File: src/rtl/fft_cbfp_lzc_tracker.sv
// Block-floating-point exponent tracker: finds the minimum redundant-sign-bit
// count over each block of FFT beats and queues one shift value per block.

module cbfp_lane #(
   parameter int DIN_W = 23,
   parameter int SH_W  = 5
) (
   input  logic [DIN_W-1:0] re,
   input  logic [DIN_W-1:0] im,
   output logic [SH_W-1:0]  lane_min
);

   // Fold the sign into the magnitude bits; redundant sign bits become leading zeros.
   function automatic logic [SH_W-1:0] rsb(input logic [DIN_W-1:0] x);
      logic [DIN_W-2:0] y;
      logic [SH_W-1:0]  n;
      y = x[DIN_W-2:0] ^ {(DIN_W-1){x[DIN_W-1]}};
      n = SH_W'(DIN_W-1);
      for (int i = 0; i < DIN_W-1; i++)
         if (y[i]) n = SH_W'(DIN_W-2-i);
      return n;
   endfunction

   logic [SH_W-1:0] rsb_re, rsb_im;

   always_comb begin
      rsb_re   = rsb(re);
      rsb_im   = rsb(im);
      lane_min = (rsb_re < rsb_im) ? rsb_re : rsb_im;
   end

endmodule

module fft_cbfp_lzc_tracker #(
   parameter  int LANES         = 16,
   parameter  int DIN_W         = 23,
   parameter  int BEATS_PER_BLK = 4,
   parameter  int DEPTH         = 4,
   localparam int SH_W          = $clog2(DIN_W),
   localparam int LV_W          = $clog2(DEPTH+1)
) (
   input  logic                         clk,
   input  logic                         rstn,
   input  logic                         clear,
   input  logic                         in_valid,
   output logic                         in_ready,
   input  logic [LANES-1:0][DIN_W-1:0]  din_re,
   input  logic [LANES-1:0][DIN_W-1:0]  din_im,
   output logic                         out_valid,
   input  logic                         out_ready,
   output logic [SH_W-1:0]              out_shift,
   output logic [LV_W-1:0]              level,
   output logic                         ovf_err
);

   localparam int PTR_W = $clog2(DEPTH);
   localparam int CNT_W = (BEATS_PER_BLK > 1) ? $clog2(BEATS_PER_BLK) : 1;
   localparam logic [CNT_W-1:0] LAST_BEAT = CNT_W'(BEATS_PER_BLK-1);
   localparam logic [LV_W-1:0]  FULL_LVL  = LV_W'(DEPTH);
   localparam logic [SH_W-1:0]  MAX_RSB   = SH_W'(DIN_W-1);

   logic [LANES-1:0][SH_W-1:0] lane_min;
   logic [SH_W-1:0]            beat_min;
   logic [SH_W-1:0]            blk_min;
   logic [SH_W-1:0]            acc_min;
   logic [CNT_W-1:0]           beat_cnt;
   logic [PTR_W-1:0]           wptr, rptr;
   logic [SH_W-1:0]            mem [DEPTH];
   logic                       accept, last, full, push, do_push, pop;

   for (genvar g = 0; g < LANES; g++) begin : g_lane
      cbfp_lane #(.DIN_W(DIN_W), .SH_W(SH_W)) u_lane (
         .re       (din_re[g]),
         .im       (din_im[g]),
         .lane_min (lane_min[g])
      );
   end

   always_comb begin
      beat_min = MAX_RSB;
      for (int l = 0; l < LANES; l++)
         if (lane_min[l] < beat_min) beat_min = lane_min[l];
   end

   // The first beat of a block ignores the stale accumulator, which also
   // makes single-beat blocks push beat_min directly.
   always_comb begin
      if (beat_cnt == '0) blk_min = beat_min;
      else                blk_min = (beat_min < acc_min) ? beat_min : acc_min;
   end

   assign last      = (beat_cnt == LAST_BEAT);
   assign full      = (level == FULL_LVL);
   assign in_ready  = !(full && last);
   assign accept    = in_valid && in_ready;
   assign push      = accept && last;
   assign do_push   = push && !full;
   assign pop       = out_ready && (level != '0);
   assign out_valid = (level != '0);
   assign out_shift = out_valid ? mem[rptr] : '0;

   always_ff @(posedge clk or negedge rstn) begin
      if (!rstn) begin
         beat_cnt <= '0;
         acc_min  <= MAX_RSB;
         wptr     <= '0;
         rptr     <= '0;
         level    <= '0;
         ovf_err  <= 1'b0;
      end else if (clear) begin
         beat_cnt <= '0;
         acc_min  <= MAX_RSB;
         wptr     <= '0;
         rptr     <= '0;
         level    <= '0;
         ovf_err  <= 1'b0;
      end else begin
         if (accept) begin
            beat_cnt <= last ? '0 : beat_cnt + 1'b1;
            acc_min  <= blk_min;
         end
         if (do_push) wptr <= wptr + 1'b1;
         if (pop)     rptr <= rptr + 1'b1;
         case ({do_push, pop})
            2'b10:   level <= level + 1'b1;
            2'b01:   level <= level - 1'b1;
            default: level <= level;
         endcase
         if (push && full) ovf_err <= 1'b1;
      end
   end

   // Storage is not reset; out_shift is masked while the FIFO is empty.
   always_ff @(posedge clk) begin
      if (!clear && do_push) mem[wptr] <= blk_min;
   end

endmodule

File: config.mk
export PLATFORM = sky130hd
export DESIGN_NAME = fft_cbfp_lzc_tracker
export DESIGN_NICKNAME = d
export VERILOG_FILES = /design/src/rtl/fft_cbfp_lzc_tracker.sv
export SDC_FILE = /design/constraint.sdc
export NUM_CORES = 1
export LEC_CHECK = 0
export ABC_AREA = 0
export BUFFER_PORTS_ARGS = -buffer_cell sky130_fd_sc_hd__buf_2
export CAP_MARGIN = 15
export CORE_MARGIN = 2
export CORE_UTILIZATION = 25
export CTS_BUF_LIST = sky130_fd_sc_hd__clkbuf_4
export CTS_CLUSTER_SIZE = 40
export DETAILED_ROUTE_END_ITERATION = 8
export GPL_ROUTABILITY_DRIVEN = 0
export GPL_TIMING_DRIVEN = 0
export PLACE_DENSITY_LB_ADDON = 0.12
export REMOVE_ABC_BUFFERS = 1
export SKIP_LAST_GASP = 1
export SYNTH_ARGS = -nofsm -noshare
export SYNTH_HDL_FRONTEND = slang
export SYNTH_SLANG_ARGS = --single-unit
File: constraint.sdc
create_clock -name clk -period 2.55 [get_ports clk]
set_input_delay 0.255 -clock clk [delete_from_list [all_inputs] [get_ports clk]]
set_output_delay 0.255 -clock clk [all_outputs]
set_load 0.03 [all_outputs]
==> After elaboration in Yosys (flattened, before gate mapping) <==
Memory sizes are Yosys's and may differ from the RTL's.
Cells that the tools add are included.
{ "word_totals": {"n_memories": 1, "reg_bits": 15, "wordCells": 852, "mem_bits_rw": 20} }
{ "classes": {"add_sub_neg": 5, "muxes": 754, "bitwise": 32, "n_reduce_logical": 17, "n_lt_le_gt_ge": 33, "n_eq_ne": 4} }
{ "mem_list": {"columns": ["name", "depth", "word_bits", "rd", "rd_ports_with_merged_regs", "write_ports", "line_no", "text"], "rows": [
  ["mem", 4, 5, 1, 0, 1, "68", "logic [SH_W-1:0] mem [DEPTH];"]
]} }
{ "op_table": {"columns": ["operator", "n"], "rows": [
  ["2-to-1 mux 5 bit", 549],
  ["XOR 22 bit", 32],
  ["2-to-1 mux 3 bit", 129],
  ["less-than comparator 5 bit", 32],
  ["2-to-1 mux 2 bit", 71],
  ["nonzero test 2 bit", 4],
  ["logical AND 1 bit", 7],
  ["adder 2 x 1 -> 2 bit (second input constant)", 3],
  ["one-hot mux 3 bit (2 select lines)", 1],
  ["nonzero test 3 bit", 2],
  ["less-than comparator 5 bit (second input constant)", 1],
  ["== test 2 bit (second input constant)", 2],
  ["2-to-1 mux 1 bit", 4],
  ["adder 3 x 1 -> 3 bit (second input constant)", 1],
  ["== test 3 bit (second input constant)", 1],
  ["zero test 1 bit", 3],
  ["subtractor 3 x 1 -> 3 bit (second input constant)", 1],
  ["== test 2 x 1 -> 1 bit (second input constant)", 1],
  ["zero test 2 bit", 1]
]} }

==> Depth between registers and ports, before layout <==
Gate-level depths: netlist of the first run.
{ "depth": {"word_depth": 62, "mapped_depth": 143} }

==> Hierarchy <==
Synthesis of the first run repeated with hierarchy kept, for this count alone.
{ "hier_totals": {"cells_unflattened": 3997, "area_unflattened_um2": 25268.0} }
{ "by_module_without_submodules": {"columns": ["mod", "cells_each", "seq_area_each_um2", "instances", "area_per_inst_um2"], "rows": [
  ["cbfp_lane at g_lane[15].u_lane ...", 206, 0.0, 10, 1202.4],
  ["cbfp_lane at g_lane[0].u_lane ...", 199, 0.0, 6, 1214.9],
  ["fft_cbfp_lzc_tracker", 743, 979.7, 1, 5954.5]
]} }

==> Worst setup path before layout of the first run <==
OpenSTA, ideal clock, no wires.
{ "synth_path": {"path_kind": "in2reg", "from": "input din_im[22] in the netlist's numbering", "to": "memory mem[0][1], data pin", "t_required_ns": 2.284, "cell_stages": 131, "n_path_buf": 4, "arrival_ns": 24.432, "setup_time_ns": 0.266, "setup_slack_ns": -22.148, "path_cell_list": "buf_2 > clkbuf_1 > nand3_1 > nor2_1 > a21oi_1 > o21bai_1 > a21oi_1 > inv_1 > ha_1 > a21o_1 > a21o_1 > a21oi_1 > o31ai_1 > o31ai_2 > mux2i_1 > ha_1 > a21o_1 > a21o_1 > [95 not listed] > ha_1 > a21oi_1 > nor2b_1 > o21ai_0 > nand2b_1 > a41oi_1 > a221oi_2 > or2_1 > buf_4 > mux2i_1 > ha_1 > a21o_1 > a21o_1 > a21oi_1 > nor2_1 > nor2_1 > o21a_1 > mux2_2"} }
{ "synth_between": {"elab_chain_len": 60} }
{ "synth_rtl": {"columns": ["item", "line_no", "text"], "rows": [
  ["start: declaration", "48", "input logic [LANES-1:0][DIN_W-1:0] din_im,"],
  ["XOR 22 bit (*)", "17", "y = x[DIN_W-2:0] ^ {(DIN_W-1){x[DIN_W-1]}};"],
  ["2-to-1 mux 2 bit (2 in a row)", "20", "if (y[i]) n = SH_W'(DIN_W-2-i);"],
  ["2-to-1 mux 3 bit (4 in a row)", "20", null],
  ["2-to-1 mux 5 bit (15 in a row)", "20", null],
  ["2-to-1 mux 5 bit (*)", "20", null],
  ["less-than comparator 5 bit", "29", "lane_min = (rsb_re < rsb_im) ? rsb_re : rsb_im;"],
  ["2-to-1 mux 5 bit (*)", "29", null],
  ["less-than comparator 5 bit", "82", "if (lane_min[l] < beat_min) beat_min = lane_min[l];"],
  ["[27 not listed]", null, null],
  ["less-than comparator 5 bit", "82", null],
  ["2-to-1 mux 5 bit (*)", "82", null],
  ["less-than comparator 5 bit", "82", null],
  ["2-to-1 mux 5 bit (*)", "82", null],
  ["less-than comparator 5 bit", "89", "else blk_min = (beat_min < acc_min) ? beat_min : acc_min;"],
  ["2-to-1 mux 5 bit", "89", null],
  ["2-to-1 mux 5 bit (*)", "88", "if (beat_cnt == '0) blk_min = beat_min;"],
  ["net blk_min[1]", "64", "logic [SH_W-1:0] blk_min;"],
  ["end: declaration", "68", null]
]} }
The timed path passes the listed nets; every way through them passes the cells marked *.

==> Worst setup path after layout of the first run <==
{ "layout_path": {"from": "input din_re[22] in the netlist's numbering", "to": "memory mem[1][3], data pin"} }
{ "layout_between": {"elab_chain_len": 60} }
{ "layout_rtl": {"columns": ["item", "line_no", "text"], "rows": [
  ["start: declaration", "47", "input logic [LANES-1:0][DIN_W-1:0] din_re,"],
  ["XOR 22 bit (*)", "17", null],
  ["2-to-1 mux 2 bit (2 in a row)", "20", null],
  ["2-to-1 mux 3 bit (4 in a row)", "20", null],
  ["2-to-1 mux 5 bit (15 in a row)", "20", null],
  ["2-to-1 mux 5 bit (*)", "20", null],
  ["less-than comparator 5 bit", "29", null],
  ["2-to-1 mux 5 bit (*)", "29", null],
  ["less-than comparator 5 bit", "82", null],
  ["[27 not listed]", null, null],
  ["less-than comparator 5 bit", "82", null],
  ["2-to-1 mux 5 bit (*)", "82", null],
  ["less-than comparator 5 bit", "82", null],
  ["2-to-1 mux 5 bit (*)", "82", null],
  ["less-than comparator 5 bit", "89", null],
  ["2-to-1 mux 5 bit", "89", null],
  ["2-to-1 mux 5 bit (*)", "88", null],
  ["net blk_min[3]", "64", null]
]} }
Marked as above.

==> results of run 1 <==
## metal layers
| metal | vias up | GRT usage (%) | share of wire (%) |
|---|---|---|---|
| met2 | 705 | 35.0 | 49 |
| met5 | - | 0 | 0.30 |
| met3 | 137 | 4.95 | 7.0 |
| li1 | 16900 | - | - |
| met1 | 14700 | 23.1 | 42 |
| met4 | 50 | 4.30 | 1.7 |
## area by class of cell
type	instances	area, µm²
antenna	42	105
clock buffer	6	45.0
clock inverter	2	60.1
fill	10700	63600
inverter	270	1010
multi-input combinational	3659	22800
sequential	35	980
tap	1265	1580
timing repair buffer	885	4890
## cells in the final DEF, fill, tap and decap left out, types with 50 or more instances in the layout
cell | synthesis | layout
buf_2 | 4 | 744
nand3_1 | 245 | 241
a21o_1 | 51 | 51
nor2_1 | 499 | 482
and3_1 | 74 | 74
o21ai_0 | 279 | 259
nor3_1 | 215 | 209
nand2_1 | 490 | 475
inv_1 | 269 | 265
nand2b_1 | 91 | 90
a31oi_1 | 83 | 80
mux2i_1 | 62 | 52
o21bai_1 | 54 | 50
ha_1 | 99 | 80
a21oi_1 | 353 | 325
buf_4 | 1 | 128
or3_1 | 168 | 165
nor2b_1 | 69 | 67
## sequential cells by signal (all words and copies together), names as in the netlist
register	count
acc_min	5
beat_cnt	2
level	3
mem	20
ovf_err	1
rptr	2
wptr	2
## logic make-up after synthesis
logic type	share of synthesized area (%)
AND/OR/NAND/NOR	41.7
AO/OA/AOI/OAI	37.7
buffers and inverters	5.94
adder cells (fa/ha/maj)	5.57
multiplexers	4.60
flip-flops	4.08
XOR/XNOR	0.401
## tightest hold or removal path: stages
cell	delay (ps)
buf_2	110
nand3_1	70
xor2_1	60
nor2_1	80
## worst max path at each step
stage | start | end | slack [ps]
after global routing | din_im[45] | mem[1][3]$_DFFE_PP_ | -21540
final | din_re[22] | mem[1][3]$_DFFE_PP_ | -20450
after detailed placement | din_im[45] | mem[3][4]$_DFFE_PP_ | -27440
after floorplan | din_re[9] | mem[0][1]$_DFFE_PP_ | -21830
after global placement | din_im[45] | mem[0][3]$_DFFE_PP_ | -27510
after CTS | din_re[22] | mem[0][4]$_DFFE_PP_ | -20070
## repair_timing
item,4_1_cts,5_1_grt
endpoints found under the setup margin,25,26
buffers inserted,101,30
hold buffers,1,0
cloned,2,0
resized for setup,190,78
pin swaps,100,89
hold endpoints to repair,12,0
## through the flow
stage,TNS (ps),cell area (µm²),std cells,hold slack [ps]
floorplan,-541910,23600,3964,-40.6
global placement,-683970,29000,5980,190
detailed placement,-682590,29000,5980,195
CTS,-499710,30800,6092,256
global route,-536730,31500,6154,293
finish,-509500,31500,6164,267
==> results.py, run 1 <==
metrics = {
    "worst_setup_path": {
        "crit_fanout": 7,
        "timing.rr.start": "level[0]$_DFFE_PN0P_",
        "startpoint_type": "input pin",
        "rrSetupSlack_ps": 170,
        "worst-path-stages": 131,
        "rr_worst_depth": 8,
        "critPathKind": "input pin to flip-flop",
        "cp_top_family": "compound AO/OA/AOI/OAI gates",
        "cpMaxStageDelayCell": "or4_4",
        "end_kind": "flip-flop",
        "worstPathArrival_ps": 23090,
        "crit_top_cell": "ha_4",
        "path_buf_inv": 5,
        "max_stage_delay_ps": 480,
        "r2r_end": "level[2]$_DFFE_PN0P_",
        "worst-endpoint-required_ps": 2640,
    },
    "yosys": {
        "netlist_area_um2": 24000,
        "ys_ff_latch": 35,
        "ys_async_sr_fraction_pct": 42.9,
        "netlist_instances": 4072,
        "yosysWarnings": 0,
        "synthTopCellsByCount": "nor2_1 (499), nand2_1 (490), a21oi_1 (353), o21ai_0 (279), inv_1 (269)",
        "yosysUniqueCellTypes": 108,
        "synth.avg_cell_area_um2": 5.90,
        "yosys.area.top_type": "nor2_1",
        "synthDominantCellAreaShare_pct": 7.79,
        "synth_edf_count": 20,
        "synth.most_common_cell": "nor2_1",
        "synth_area_leaders": "nor2_1 (7.8%), nand2_1 (7.7%), a21oi_1 (7.3%), o21ai_0 (5.8%), ha_1 (5.2%)",
        "yosysSeqAreaShare_pct": 4.08,
        "synthFlopType": "edfxtp_1",
    },
    "placement": {
        "pre_cts_slack_ps": -27440,
        "hpwlAfterDp_um": 88100,
        "numPortBuffers": 751,
    },
    "die": {
        "dieWidth_um": 314,
        "start_util_pct": 25.3,
        "core_um2": 95200,
        "die_h_um": 314,
        "die_area_um2": 98700,
        "io-pin-count": 752,
        "num_rows": 113,
    },
    "timing": {
        "setup_ws_ps": -20450,
        "finalMaxSlewViolations": 0,
        "finalSetupViolations": 25,
        "rsz0062_at_grt": "yes",
        "post-route-period-util_pct": 902,
        "period_minus_slack_ps": 23000,
        "tightestPinTransition_ps": 1190,
        "hold_viol": 0,
        "slew_headroom_pct": 18.6,
        "timing.fmax_ghz": 0.0435,
        "fin_skew_ps": 12.1,
    },
    "min_path": {
        "hold_depth": 4,
        "hold_path.class": "input pin to flip-flop",
        "worstHoldEndpoint": "rptr[1]$_DFFE_PN0P_",
        "hold_start": "out_ready",
    },
    "route": {
        "vias": 32500,
        "drtIter0Drc": 1836,
        "wirelength_um": 103000,
        "ant_nets": 0,
        "first_pass_iters": 5,
        "drc": 0,
        "drt-vias-per-instance": 5.27,
        "wl_per_cell_um": 16.8,
    },
    "clock_network": {
        "clock_path_buffers": 2,
        "cts_tree": "yes",
        "clk_latency_ps": 340,
        "cts.sinks": 35,
        "root_buffer": "clkbuf_4",
        "path_clk_slew_ps": 120,
        "h-tree-depth": 2,
        "cts_buffers": 5,
    },
    "run": {
        "drv_cap": 0,
    },
    "global_routing": {
        "grt_start_max_net_pins": 34,
        "grt_pass1_vias": 29700,
        "gr-usage-all-layers_pct": 19.5,
        "grt_antenna_before_repair": 75,
        "grt_pass1_wl_um": 158000,
        "grt-ovfl-total": 0,
    },
    "finish": {
        "nets": 5697,
        "drive_gt1_share_pct": 24.2,
        "final_util_pct": 33.1,
        "areaGrowthSynthToFinish_pct": 31.1,
    },
    "run_status": {
        "violations": "negative setup slack",
        "outcome": "finished with violations",
    },
}
Power of run 1 is left out: the tool's default activity adds up to more than one toggle a clock period on the data nets, which glitch-free logic cannot reach.
==> inputs of run 2 (changes only) <==
CORE_AREA = 2 2 296 298   (was unset)
CORE_MARGIN = unset   (was 2)
CORE_UTILIZATION = unset   (was 25)
DIE_AREA = 0 0 298 300   (was unset)
TNS_END_PERCENT = 100   (was unset)
==> results.py, run 2 (same netlist as run 1, synthesis figures left out) <==
metrics = {
    "worst_setup_path": {
        "critPathKind": "input pin to flip-flop",
        "startpoint_type": "input pin",
        "worstPathArrival_ps": 23110,
        "max_stage_delay_ps": 530,
        "crit_top_cell": "ha_4",
        "worst-endpoint-required_ps": 2630,
        "cpMaxStageDelayCell": "or4_4",
        "end_kind": "flip-flop",
        "crit_fanout": 6,
    },
    "finish": {
        "nets": 5715,
        "fin_cells": 6058,
        "multi_input_area_um2": 22800,
        "final_cell_mix": "buf_2 (745), nor2_1 (483), nand2_1 (476)",
        "regArea_um2": 980,
        "reg_top3": "mem: 20 flops, acc_min: 5 flops, level: 3 flops",
        "areaGrowthSynthToFinish_pct": 30.3,
        "fillers": 9692,
        "regMostFlops": "mem",
        "drive_gt1_share_pct": 24.1,
        "layout_commonest_cell": "buf_2",
        "largest_reg_flops": 20,
    },
    "timing": {
        "tightestPinTransition_ps": 1040,
        "fin_skew_ps": 10.8,
        "finalSetupViolations": 25,
        "post-route-period-util_pct": 903,
        "slew_headroom_pct": 28.7,
        "finalMaxSlewViolations": 0,
        "hold_viol": 0,
        "timing.fmax_ghz": 0.0434,
        "setup_ws_ps": -20480,
        "rsz0062_at_grt": "yes",
        "period_minus_slack_ps": 23030,
        "holdWs_ps": 278,
    },
    "die": {
        "start_util_pct": 27.9,
        "core_um2": 86200,
        "die_h_um": 300,
        "io-pin-count": 752,
        "die_area_um2": 89400,
        "dieWidth_um": 298,
        "num_rows": 108,
    },
    "route": {
        "first_pass_iters": 8,
        "vias": 32700,
        "drtIter0Drc": 1874,
        "ant_nets": 0,
        "drc": 0,
        "wirelength_um": 99100,
        "wl_per_cell_um": 16.4,
        "drt-vias-per-instance": 5.40,
    },
    "placement": {
        "numPortBuffers": 751,
        "dp_cells": 5870,
        "hpwlAfterDp_um": 83700,
    },
    "clock_network": {
        "cts.sinks": 35,
        "clock_path_buffers": 2,
        "cts_buffers": 5,
        "clk_latency_ps": 340,
        "cts_tree": "yes",
        "path_clk_slew_ps": 90,
        "h-tree-depth": 2,
        "root_buffer": "clkbuf_4",
    },
    "global_routing": {
        "gr-usage-all-layers_pct": 20.4,
        "grt_antenna_before_repair": 59,
        "grt-ovfl-total": 0,
        "grt_pass1_vias": 29800,
        "grt_start_max_net_pins": 34,
        "grt_pass1_wl_um": 154000,
    },
    "run_status": {
        "violations": "negative setup slack",
        "outcome": "finished with violations",
    },
    "min_path": {
        "hold_path.class": "input pin to flip-flop",
    },
    "run": {
        "drv_cap": 0,
    },
}
run 2: cell count changes in the layout (fill, tap and decap cells not counted), moves of 3 or more:
cell,change
a21oi_1,+3
a21oi_2,-5
buf_4,+19
diode_2,-14
ha_1,+3
nor2_2,-3
run 2: metrics by stage:
step	utilization, %	worst slack, ps	setup TNS [ps]	cell area [µm²]
6_report	36.3	-20480	-508410	31300
5_1_grt	36.3	-21520	-534640	31300
4_1_cts	35.7	-19980	-496780	30800
3_5_place_dp	33.4	-27270	-678120	28800
3_3_place_gp	33.4	-27390	-681010	28800
2_1_floorplan	-	-21830	-541910	23600
run 2: final cells by class:
class                      instances  area share, %
timing repair buffer             903           15.9
tap                             1155           4.61
antenna                           28          0.224
clock buffer                       6          0.144
multi-input combinational       3659           72.7
inverter                         270           3.24
clock inverter                     2         0.0280
sequential                        35           3.13
run 2: routing by layer:
layer  GRT usage, %  wire length (µm)
met4           2.74              1330
met1           25.6             43200
met5              0               275
met3           2.80              5000
met2           37.8             49300
run 2: final timing paths:
check | start | to | slack, ps | cells past startpoint
hold / removal | out_ready | rptr[1]$_DFFE_PN0P_ | 280 | 4
setup reg to reg | acc_min[2]$_DFFE_PN1P_ | mem[2][4]$_DFFE_PP_ | 180 | 9
min in group asynchronous | rstn | level[1]$_DFFE_PN0P_ | 360 | 2
max in group asynchronous | rstn | acc_min[2]$_DFFE_PN1P_ | 1890 | 2
setup / recovery | din_re[14] | mem[2][4]$_DFFE_PP_ | -20480 | 133
hold reg to reg | ovf_err$_DFFE_PN0P_ | ovf_err$_DFFE_PN0P_ | 520 | 1
run 2: timing repair:
| item | in CTS | in global routing |
|---|---|---|
| endpoints found under the hold margin | 12 | 0 |
| pin swaps | 94 | 55 |
| setup endpoints to repair | 25 | 26 |
| gates cloned | 1 | 0 |
| gates resized for setup | 190 | 62 |
| hold buffers | 1 | 0 |
| setup buffers | 123 | 26 |
run 2: worst max-delay path: cells and delay by family:
kind                       cells  cell delay (ps)
AOI/OAI and AO/OA             64            10430
buffers and inverters          9             1000
muxes                          6             1530
adders and majority gates     17             4410
and+or+nand+nor               37             5450
Power of run 2 is left out for the same reason.
